`src/rtl/score_pkg.sv`:
```
// Shared defaults, typedefs and width helpers for the rhythm-game score engine.
package score_pkg;

  localparam int DEF_NUM_LANES  = 4;
  localparam int DEF_CNT_W      = 4;
  localparam int DEF_SCORE_W    = 16;
  localparam int DEF_COMBO_W    = 10;
  localparam int HIT_PTS_DEF    = 1;
  localparam int MISS_PTS_DEF   = 1;
  localparam int COMBO_STEP_DEF = 8;
  localparam int MAX_MULT_DEF   = 4;

  typedef logic [DEF_CNT_W-1:0]   lane_cnt_t;
  typedef logic [DEF_SCORE_W-1:0] score_t;
  typedef logic [DEF_COMBO_W-1:0] combo_t;

  // One spare bit above the worst-case lane total.
  function automatic int sum_width(input int num_lanes, input int cnt_w);
    return cnt_w + $clog2(num_lanes) + 1;
  endfunction

endpackage

```
`src/rtl/score_accum_if.sv`:
```
// Judge-side inputs and HUD-side outputs of score_accum.
// SCORE_MAX_COMBO_EN adds the peak-combo output.
interface score_accum_if
  import score_pkg::*;
#(
  parameter int NUM_LANES = DEF_NUM_LANES,
  parameter int CNT_W     = DEF_CNT_W,
  parameter int SCORE_W   = DEF_SCORE_W,
  parameter int COMBO_W   = DEF_COMBO_W,
  parameter int MAX_MULT  = MAX_MULT_DEF
);

  localparam int MULT_W = $clog2(MAX_MULT + 1);

  logic                       frame_clk;
  logic                       enable;
  logic                       clear;
  logic [NUM_LANES*CNT_W-1:0] hit;
  logic [NUM_LANES*CNT_W-1:0] miss;
  logic [SCORE_W-1:0]         score;
  logic [COMBO_W-1:0]         combo;
  logic [MULT_W-1:0]          mult;
  logic                       score_valid;

`ifdef SCORE_MAX_COMBO_EN
  logic [COMBO_W-1:0]         max_combo;

  modport master (output frame_clk, enable, clear, hit, miss,
                  input  score, combo, mult, score_valid, max_combo);
  modport slave  (input  frame_clk, enable, clear, hit, miss,
                  output score, combo, mult, score_valid, max_combo);
`else
  modport master (output frame_clk, enable, clear, hit, miss,
                  input  score, combo, mult, score_valid);
  modport slave  (input  frame_clk, enable, clear, hit, miss,
                  output score, combo, mult, score_valid);
`endif

endinterface

```
`src/rtl/score_lane_sum.sv`:
```
// Reduces packed per-lane counts (lane0 in the LSBs) to a single total.
module score_lane_sum
  import score_pkg::*;
#(
  parameter int NUM_LANES = DEF_NUM_LANES,
  parameter int CNT_W     = DEF_CNT_W,
  parameter int SUM_W     = sum_width(NUM_LANES, CNT_W)
) (
  input  logic [NUM_LANES*CNT_W-1:0] cnt,
  output logic [SUM_W-1:0]           sum
);

  always_comb begin
    sum = '0;
    for (int i = 0; i < NUM_LANES; i++) begin
      sum = sum + SUM_W'(cnt[i*CNT_W +: CNT_W]);
    end
  end

endmodule

```
`src/rtl/score_accum.sv`:
```
// Per-frame score/combo engine: two-stage pipeline from frame tick to score update.
// SCORE_MAX_COMBO_EN enables peak-combo tracking on bus.max_combo.
module score_accum
  import score_pkg::*;
#(
  parameter int NUM_LANES  = DEF_NUM_LANES,
  parameter int CNT_W      = DEF_CNT_W,
  parameter int SCORE_W    = DEF_SCORE_W,
  parameter int COMBO_W    = DEF_COMBO_W,
  parameter int HIT_PTS    = HIT_PTS_DEF,
  parameter int MISS_PTS   = MISS_PTS_DEF,
  parameter int COMBO_STEP = COMBO_STEP_DEF,
  parameter int MAX_MULT   = MAX_MULT_DEF
) (
  input logic          Clk,
  input logic          reset_n,
  score_accum_if.slave bus
);

  localparam int SUM_W  = sum_width(NUM_LANES, CNT_W);
  localparam int MULT_W = $clog2(MAX_MULT + 1);
  localparam int CW     = SCORE_W + 8;
  localparam int CSW    = ((COMBO_W > SUM_W) ? COMBO_W : SUM_W) + 1;
  localparam logic signed [CW-1:0] SCORE_CEIL = CW'({SCORE_W{1'b1}});
  localparam logic [COMBO_W-1:0]   COMBO_MAX  = '1;

  logic               frame_clk_q;
  logic               tick;
  logic [SUM_W-1:0]   hit_sum, miss_sum;
  logic [SUM_W-1:0]   hit_sum_q, miss_sum_q;
  logic               any_miss_q;
  logic               s1_valid;
  logic [SCORE_W-1:0] score_q, score_nxt;
  logic [COMBO_W-1:0] combo_q, combo_nxt;
  logic [MULT_W-1:0]  mult_q, mult_nxt;
  logic               score_valid_q;
  logic [CW-1:0]      gain, pen;
  logic signed [CW-1:0] acc;
  logic [CSW-1:0]     combo_sum;
  logic [COMBO_W-1:0] combo_steps;
  logic [COMBO_W:0]   mult_raw;

  assign tick = bus.frame_clk & ~frame_clk_q & bus.enable;

  score_lane_sum #(.NUM_LANES(NUM_LANES), .CNT_W(CNT_W), .SUM_W(SUM_W)) u_hit_sum (
    .cnt (bus.hit),
    .sum (hit_sum)
  );

  score_lane_sum #(.NUM_LANES(NUM_LANES), .CNT_W(CNT_W), .SUM_W(SUM_W)) u_miss_sum (
    .cnt (bus.miss),
    .sum (miss_sum)
  );

  always_ff @(posedge Clk or negedge reset_n) begin
    if (!reset_n) begin
      frame_clk_q <= 1'b0;
      s1_valid    <= 1'b0;
      hit_sum_q   <= '0;
      miss_sum_q  <= '0;
      any_miss_q  <= 1'b0;
    end else begin
      frame_clk_q <= bus.frame_clk;
      s1_valid    <= tick & ~bus.clear;
      if (tick) begin
        hit_sum_q  <= hit_sum;
        miss_sum_q <= miss_sum;
        any_miss_q <= (miss_sum != '0);
      end
    end
  end

  // Gain uses the multiplier earned before this frame's combo update.
  always_comb begin
    gain = CW'(hit_sum_q) * CW'(HIT_PTS) * CW'(mult_q);
    pen  = CW'(miss_sum_q) * CW'(MISS_PTS);
    acc  = $signed(CW'(score_q)) + $signed(gain) - $signed(pen);
    if (acc[CW-1])
      score_nxt = '0;
    else if (acc > SCORE_CEIL)
      score_nxt = '1;
    else
      score_nxt = acc[SCORE_W-1:0];

    combo_sum = CSW'(combo_q) + CSW'(hit_sum_q);
    if (any_miss_q)
      combo_nxt = '0;
    else if (combo_sum > CSW'(COMBO_MAX))
      combo_nxt = COMBO_MAX;
    else
      combo_nxt = combo_sum[COMBO_W-1:0];

    combo_steps = combo_nxt / COMBO_W'(COMBO_STEP);
    mult_raw    = (COMBO_W+1)'(combo_steps) + (COMBO_W+1)'(1);
    if (mult_raw >= (COMBO_W+1)'(MAX_MULT))
      mult_nxt = MULT_W'(MAX_MULT);
    else
      mult_nxt = MULT_W'(mult_raw);
  end

  always_ff @(posedge Clk or negedge reset_n) begin
    if (!reset_n) begin
      score_q       <= '0;
      combo_q       <= '0;
      mult_q        <= MULT_W'(1);
      score_valid_q <= 1'b0;
    end else if (bus.clear) begin
      score_q       <= '0;
      combo_q       <= '0;
      mult_q        <= MULT_W'(1);
      score_valid_q <= 1'b0;
    end else begin
      score_valid_q <= s1_valid;
      if (s1_valid) begin
        score_q <= score_nxt;
        combo_q <= combo_nxt;
        mult_q  <= mult_nxt;
      end
    end
  end

`ifdef SCORE_MAX_COMBO_EN
  logic [COMBO_W-1:0] max_combo_q;

  always_ff @(posedge Clk or negedge reset_n) begin
    if (!reset_n)
      max_combo_q <= '0;
    else if (bus.clear)
      max_combo_q <= '0;
    else if (s1_valid && (combo_nxt > max_combo_q))
      max_combo_q <= combo_nxt;
  end

  assign bus.max_combo = max_combo_q;
`endif

  assign bus.score       = score_q;
  assign bus.combo       = combo_q;
  assign bus.mult        = mult_q;
  assign bus.score_valid = score_valid_q;

endmodule

```
`src/flat_wrapper.sv`:
```
// flat-port wrapper written by rule: the top's interface ports become plain ports
module score_accum_flat import score_pkg::*;
#(
  parameter int NUM_LANES  = DEF_NUM_LANES,
  parameter int CNT_W      = DEF_CNT_W,
  parameter int SCORE_W    = DEF_SCORE_W,
  parameter int COMBO_W    = DEF_COMBO_W,
  parameter int HIT_PTS    = HIT_PTS_DEF,
  parameter int MISS_PTS   = MISS_PTS_DEF,
  parameter int COMBO_STEP = COMBO_STEP_DEF,
  parameter int MAX_MULT   = MAX_MULT_DEF
)
  (Clk, reset_n, bus_frame_clk, bus_enable, bus_clear, bus_hit, bus_miss, bus_score, bus_combo, bus_mult, bus_score_valid);
  score_accum_if #(.NUM_LANES(NUM_LANES), .CNT_W(CNT_W), .SCORE_W(SCORE_W), .COMBO_W(COMBO_W), .MAX_MULT(MAX_MULT)) bus_i ();
  input logic Clk;
  input logic reset_n;
  input wire logic [$bits(bus_i.frame_clk)-1:0] bus_frame_clk;
  input wire logic [$bits(bus_i.enable)-1:0] bus_enable;
  input wire logic [$bits(bus_i.clear)-1:0] bus_clear;
  input wire logic [$bits(bus_i.hit)-1:0] bus_hit;
  input wire logic [$bits(bus_i.miss)-1:0] bus_miss;
  output wire logic [$bits(bus_i.score)-1:0] bus_score;
  output wire logic [$bits(bus_i.combo)-1:0] bus_combo;
  output wire logic [$bits(bus_i.mult)-1:0] bus_mult;
  output wire logic [$bits(bus_i.score_valid)-1:0] bus_score_valid;
  assign bus_i.frame_clk = bus_frame_clk;
  assign bus_i.enable = bus_enable;
  assign bus_i.clear = bus_clear;
  assign bus_i.hit = bus_hit;
  assign bus_i.miss = bus_miss;
  assign bus_score = bus_i.score;
  assign bus_combo = bus_i.combo;
  assign bus_mult = bus_i.mult;
  assign bus_score_valid = bus_i.score_valid;
  score_accum #(.NUM_LANES(NUM_LANES), .CNT_W(CNT_W), .SCORE_W(SCORE_W), .COMBO_W(COMBO_W), .HIT_PTS(HIT_PTS), .MISS_PTS(MISS_PTS), .COMBO_STEP(COMBO_STEP), .MAX_MULT(MAX_MULT)) u_core (.Clk(Clk), .reset_n(reset_n), .bus(bus_i));
endmodule
```
`config.mk`:
```
export PLATFORM = sky130hd
export DESIGN_NAME = score_accum_flat
export DESIGN_NICKNAME = d
export VERILOG_FILES = /design/src/rtl/score_pkg.sv /design/src/rtl/score_accum_if.sv /design/src/rtl/score_lane_sum.sv /design/src/rtl/score_accum.sv /design/src/flat_wrapper.sv
export SDC_FILE = /design/constraint.sdc
export NUM_CORES = 1
export LEC_CHECK = 0
export ABC_AREA = 1
export CAP_MARGIN = 20
export CORE_MARGIN = 2
export CORE_UTILIZATION = 45
export CTS_CLUSTER_SIZE = 10
export DETAILED_ROUTE_END_ITERATION = 8
export PLACE_DENSITY = 0.71
export SETUP_SLACK_MARGIN = 0.4
export SLEW_MARGIN = 10
export SYNTH_ARGS = -nofsm -noshare
export SYNTH_HDL_FRONTEND = slang
export SYNTH_SLANG_ARGS = --single-unit
export TNS_END_PERCENT = 30
```
`constraint.sdc`:
```
create_clock -name Clk -period 4.5 [get_ports Clk]
set_input_delay 1.35 -clock Clk [delete_from_list [all_inputs] [get_ports Clk]]
set_output_delay 1.35 -clock Clk [all_outputs]
set_load 0.02 [all_outputs]
```
### Yosys cells after proc, flatten, opt, wreduce, memory -nomap -nowiden

Cells that the tools add are included.
Widths: inputs -> output; s select.

* multiplexer cells: 12
* bitwise operators: 5
* multiply operators: 1
* $lt $le $gt $ge: 3
* $add $sub $neg: 10
* reductions and logical operators: 2

Operator list (count)
* $mux 16: 4
* $mux 10: 4
* $gt 24x17->1 const B: 1
* $sub 24x8->24: 1
* $add 16x11->17: 1
* $add 6x4->7: 2
* $add 5x4->6: 2
* $add 10x7->11: 1
* $ge 11x3->1 const B: 1
* $gt 11x10->1 const B: 1
* $add 4x4->5: 2
* $mul 7x3->10: 1
* $mux 3: 3
* $add 7x1->8 const B: 1
* $reduce_bool 7->1: 1
* $and 1x1->1: 3
* $not 1->1: 2
* $reduce_bool 2->1: 1
* $mux 1: 1

* word-level logic and storage cells: 42
* register bits after elaboration: 47
* output and inout bits: 30
* input bits: 37

### Depth between registers and ports, before layout

* depth in word-level cells: 9
* depth in mapped cells: 29
* mapped depth without buffers: 28

### By module

A second synthesis with hierarchy kept.

* cells, all modules: 640
* area total of the unflattened synthesis: 4718.3 µm²

By module, submodules not included
* score_accum: sequential area each 1177.4 µm², cells each 538, instances 1, area an instance 3955.0 µm²
* score_lane_sum: sequential area each 0.0 µm², cells each 51, instances 2, area an instance 381.6 µm²

### Least setup slack after synthesis

No wires, ideal clock.

* kind: flip-flop to flip-flop
* start point: register u_core.mult_q[2], in the netlist u_core.bus.mult[2]
* end point: register u_core.score_q[9], in the netlist u_core.bus.score[9]
* path slack: 0.114 ns
* arrival: 4.269 ns
* clock period less this slack: 4.386 ns
* setup time: 0.117 ns
* buffers on the path: 1
* cell stages (with the launch flop): 27
* data required time: 4.383 ns
* path through: dfrtp_1 nand2_1 fa_1 inv_1 ha_1 fa_1 xor2_1 ha_1 nand2_1 inv_1 nand3_1 nand2_2 xor2_1 ha_1 a21oi_1 o21ai_0 a21oi_1 nand2_1 nor2_2 nand3_1 nand2_1 nand2_2 nand2_4 buf_12 nand2_2 nand2_1 nand2_1

* word-level cells in the longest chain between the ends: 8

RTL lines
* start: declaration: RTL line score_accum.sv:35 `logic [MULT_W-1:0] mult_q, mult_nxt;`
* start signal: assignment: RTL line score_accum.sv:117 `mult_q <= mult_nxt;`
* $mul 7x3->10 (*): RTL line score_accum.sv:75 `gain = CW'(hit_sum_q) * CW'(HIT_PTS) * CW'(mult_q);`
* $add 16x11->17 (*): RTL line score_accum.sv:77 `acc = $signed(CW'(score_q)) + $signed(gain) - $signed(pen);`
* $sub 24x8->24 (*): RTL line score_accum.sv:77
* $gt 24x17->1: RTL line score_accum.sv:80 `else if (acc > SCORE_CEIL)`
* $mux 16: RTL line score_accum.sv:80
* $mux 16 (*): RTL line score_accum.sv:78 `if (acc[CW-1])`
* $mux 16 (*): RTL line score_accum.sv:114 `if (s1_valid) begin`
* $mux 16 (*): RTL line score_accum.sv:107 `end else if (bus.clear) begin`
* end signal: assignment: RTL line score_accum.sv:115 `score_q <= score_nxt;`
* end: declaration: RTL line score_accum.sv:33 `logic [SCORE_W-1:0] score_q, score_nxt;`

Every way passes the cells marked *; elsewhere a longest branch is shown, timed or not. The select of a mux whose other input is x is not followed.
A chain may end at the register's enable or synchronous reset.

### Final worst setup path

* start point: register u_core.mult_q[0], in the netlist u_core.bus.mult[0]
* end point: register u_core.score_q[6], in the netlist u_core.bus.score[6]

Same word-level chain as after synthesis.

==> impl_metrics.tcl <==
set metrics [dict create \
    tightest_slew_ns 0.772 \
    finClkSkew_ns 0.0126 \
    ys_seq_area_share_pct 24.0 \
    ys_warn_count 0 \
    drv_slew 0 \
    maxSlewHeadroom_pct 48.3 \
    power.share.clock_pct 11.9 \
    start_util_pct 45.9 \
    synthFlopType "dfrtp_1" \
    power_density_nw_per_um2 452 \
    num_vias 4640 \
    yosys-top-cells-area "dfrtp_1, nand2_1, ha_1, fa_1, inv_1" \
    worstSetupEndpointType "register" \
    gp_congestion 0.917 \
    arrival_ns 4.53 \
    cts_tree "built" \
    num_antenna_cells 0 \
    hold_viol_final 0 \
    grt_use_total_pct 23.6 \
    setup_viol_count_final 0 \
    dp_hpwl_mm 9.61 \
    nets 862 \
    use_met1_pct 32.6 \
    final_util_pct 60.3 \
    ys_top_cells_by_count "nand2_1, inv_1, dfrtp_1" \
    viasPerCell 5.17 \
    dpl.cell_count 868 \
    syn_nets 762 \
    synth_top_area_cell "dfrtp_1" \
    crit_start "u_core.bus.mult[0]$_DFFE_PN1P_" \
    numPortBuffers 66 \
    hp-class "reg -> reg" \
    fill_cells 932 \
    drtPass1Iterations 5 \
    hold_start "u_core.miss_sum_q[0]$_DFFE_PN0P_" \
    drt_wl_total_mm 13.0 \
    pin_count 67 \
    clk_pin_slew_worst_paths_ns 0.10 \
    die_w_um 106 \
    synthCells 661 \
    met2_usage_pct 38.9 \
    ys_ff_latch 45 \
    ys_types 40 \
    crit-reg2reg-launch "u_core.bus.mult[0]$_DFFE_PN1P_" \
    fin_setup_tns_ns 0 \
    dp_slack_ns 0.00990 \
    die_area_um2 11300 \
    async_flop_share_pct 100 \
    grt-ovfl-total 0 \
    ant_nets 0 \
    fin_crit_ns 4.31 \
    grt_first_pass_wirelength_mm 21.4 \
    seq_power_share_pct 18.9 \
    leakage_nw 3.16 \
    cts_buffers 5 \
    grt_pass1_vias 4634 \
    syn_area_per_cell_um2 7.11 \
    synth_area_um2 4700 \
    clock-root-buffer "clkbuf_8" \
    period_share_pct 95.9 \
    clk_path_buf_depth 2 \
    drv_cap 0 \
    top_usage_layer "met2" \
    route.detailed.drc 0 \
    die_y_um 106 \
    syn_to_final_growth_pct 31.3 \
    first_iter_violations 351 \
    dpl-instance-area_um2 5570 \
    rows 37 \
    startpoint_type "register" \
    status "finished, final reports clean" \
    yosysMostFrequentCell "nand2_1" \
    max_clock_freq_mhz 232 \
    crit_type "reg -> reg" \
    synth_edf_count 0 \
    antenna_found_initial 0 \
    p_switching_mw 1.33 \
    switching_share_pct 47.7 \
    instances_no_fill 898 \
    rsz0062_at_grt "yes" \
    final_area_um2 6170 \
    combPwrFrac_pct 69.2 \
    p_int_mw 1.46 \
    routedWlPerCell_um 14.5 \
    vdd_ir_drop_max_mv 0.231 \
    clk_latency_ns 0.31 \
    yosys.area.top_type_share_pct 23.4 \
    setup_ws_ns 0.185 \
    clock_sinks 45 \
    grt_max_degree 46 \
    htree_levels 2 \
    critPathMaxFanout 4 \
    core-area_um2 10200 \
    met3_usage_pct 4.17 \
    drive_above_1_share_pct 18.6 \
    cp_data_required_time_ns 4.72 \
]
## path summary, 6_finish.rpt
check	to	depth (start not counted)	slack, ns
worst max-delay path	u_core.bus.score[6]$_DFFE_PN0P_	24	0.19
worst min-delay path	u_core.miss_sum_q[0]$_DFFE_PN0P_	2	0.51
worst max register to register	u_core.bus.score[6]$_DFFE_PN0P_	24	0.19
worst min register to register	u_core.miss_sum_q[0]$_DFFE_PN0P_	2	0.51
max in group asynchronous	u_core.bus.mult[0]$_DFFE_PN1P_	2	3.02
min in group asynchronous	u_core.bus.score[6]$_DFFE_PN0P_	1	0.92
## flip-flops by register name (all words and copies together), names as in the netlist
register                cells
u_core.s1_valid             1
u_core.bus.combo           10
u_core.hit_sum_q            6
u_core.any_miss_q           1
u_core.bus.mult             3
u_core.bus.score           16
u_core.frame_clk_q          1
u_core.bus.score_valid      1
u_core.miss_sum_q           6
## cells in the final DEF (no fill, tap or decap), types with 3 or more instances in the layout
| cell type | netlist | layout |
|---|---|---|
| xor2_1 | 17 | 15 |
| clkbuf_8 | 0 | 5 |
| nand3_1 | 32 | 29 |
| clkdlybuf4s50_1 | 0 | 65 |
| inv_6 | 0 | 3 |
| nor2_4 | 1 | 8 |
| o21ai_0 | 23 | 22 |
| dfrtp_1 | 44 | 42 |
| xnor2_1 | 11 | 10 |
| nor2_2 | 6 | 7 |
| inv_1 | 98 | 95 |
| nor3_1 | 4 | 4 |
| nand4_1 | 11 | 11 |
| fa_1 | 24 | 23 |
| nand2_1 | 216 | 201 |
| buf_4 | 0 | 32 |
| ha_1 | 40 | 32 |
| inv_2 | 4 | 6 |
| nand2_4 | 2 | 4 |
| nand3b_1 | 3 | 3 |
| and2_1 | 3 | 3 |
| a21oi_2 | 1 | 5 |
| a21oi_1 | 24 | 20 |
| nand3_2 | 3 | 6 |
| nand2_2 | 28 | 40 |
| o22ai_1 | 3 | 3 |
| ha_4 | 0 | 7 |
| nor2_1 | 39 | 31 |
## final cells by class
type,count,area (µm²),area share (%)
multi-input combinational,508,3450,55.9
clock inverter,3,47.5,0.771
inverter,102,388,6.29
clock buffer,5,68.8,1.12
sequential,45,1130,18.3
tap,136,170,2.76
timing repair buffer,99,916,14.9
## per-stage QoR
step,total power [mW],hold WS [ns]
global placement,2.01,0.468
CTS,2.67,0.529
finish,2.79,0.509
detailed placement,2.05,0.506
floorplan,1.69,0.448
global route,3.00,0.538
## per-layer routing
metal	vias to the layer above	share of wire, %
met3	17	6.4
met1	2184	46
met5	-	0
met4	0	1.5
li1	2270	-
met2	169	46
## critical path: stages, from the launching register on
cell     delay (ns)
dfstp_2        0.58
nand2_2        0.07
fa_1           0.47
inv_1          0.04
ha_2           0.18
fa_2           0.35
xor2_1         0.15
ha_1           0.33
nand2_1        0.10
nand2_2        0.07
inv_2          0.08
nand2_2        0.07
xor2_2         0.17
ha_4           0.30
nand2_1        0.11
o21ai_2        0.17
a21oi_2        0.06
buf_4          0.14
buf_4          0.12
buf_4          0.12
buf_4          0.13
xor2_1         0.20
nand2_2        0.08
nand2_2        0.08
nand2_2        0.05
## power groups by stage
stage,Sequential [mW],Combinational (mW),Clock [mW]
floorplan,0.531,1.16,0
global placement,0.525,1.49,0
detailed placement,0.527,1.53,0
CTS,0.522,1.81,0.341
global route,0.531,2.11,0.354
finish,0.526,1.93,0.332
## logic make-up after synthesis
kind of cell,count (synthesis),synth area share [%]
AOI/OAI and AO/OA,63,7.35
adders and majority gates,64,20.9
xor gates and xnor gates,28,5.22
DFF,45,24.0
buffers and inverters,109,9.38
and+or+nand+nor,352,33.2
## repair_timing
item                       4_1_cts  5_1_grt
pin swaps                       23       18
setup buffers                   16        4
setup endpoints to repair       16       16
cloned                           1        0
resized for setup               43       23
hold buffers                     0        0
Power figures use the tool's default switching activity.
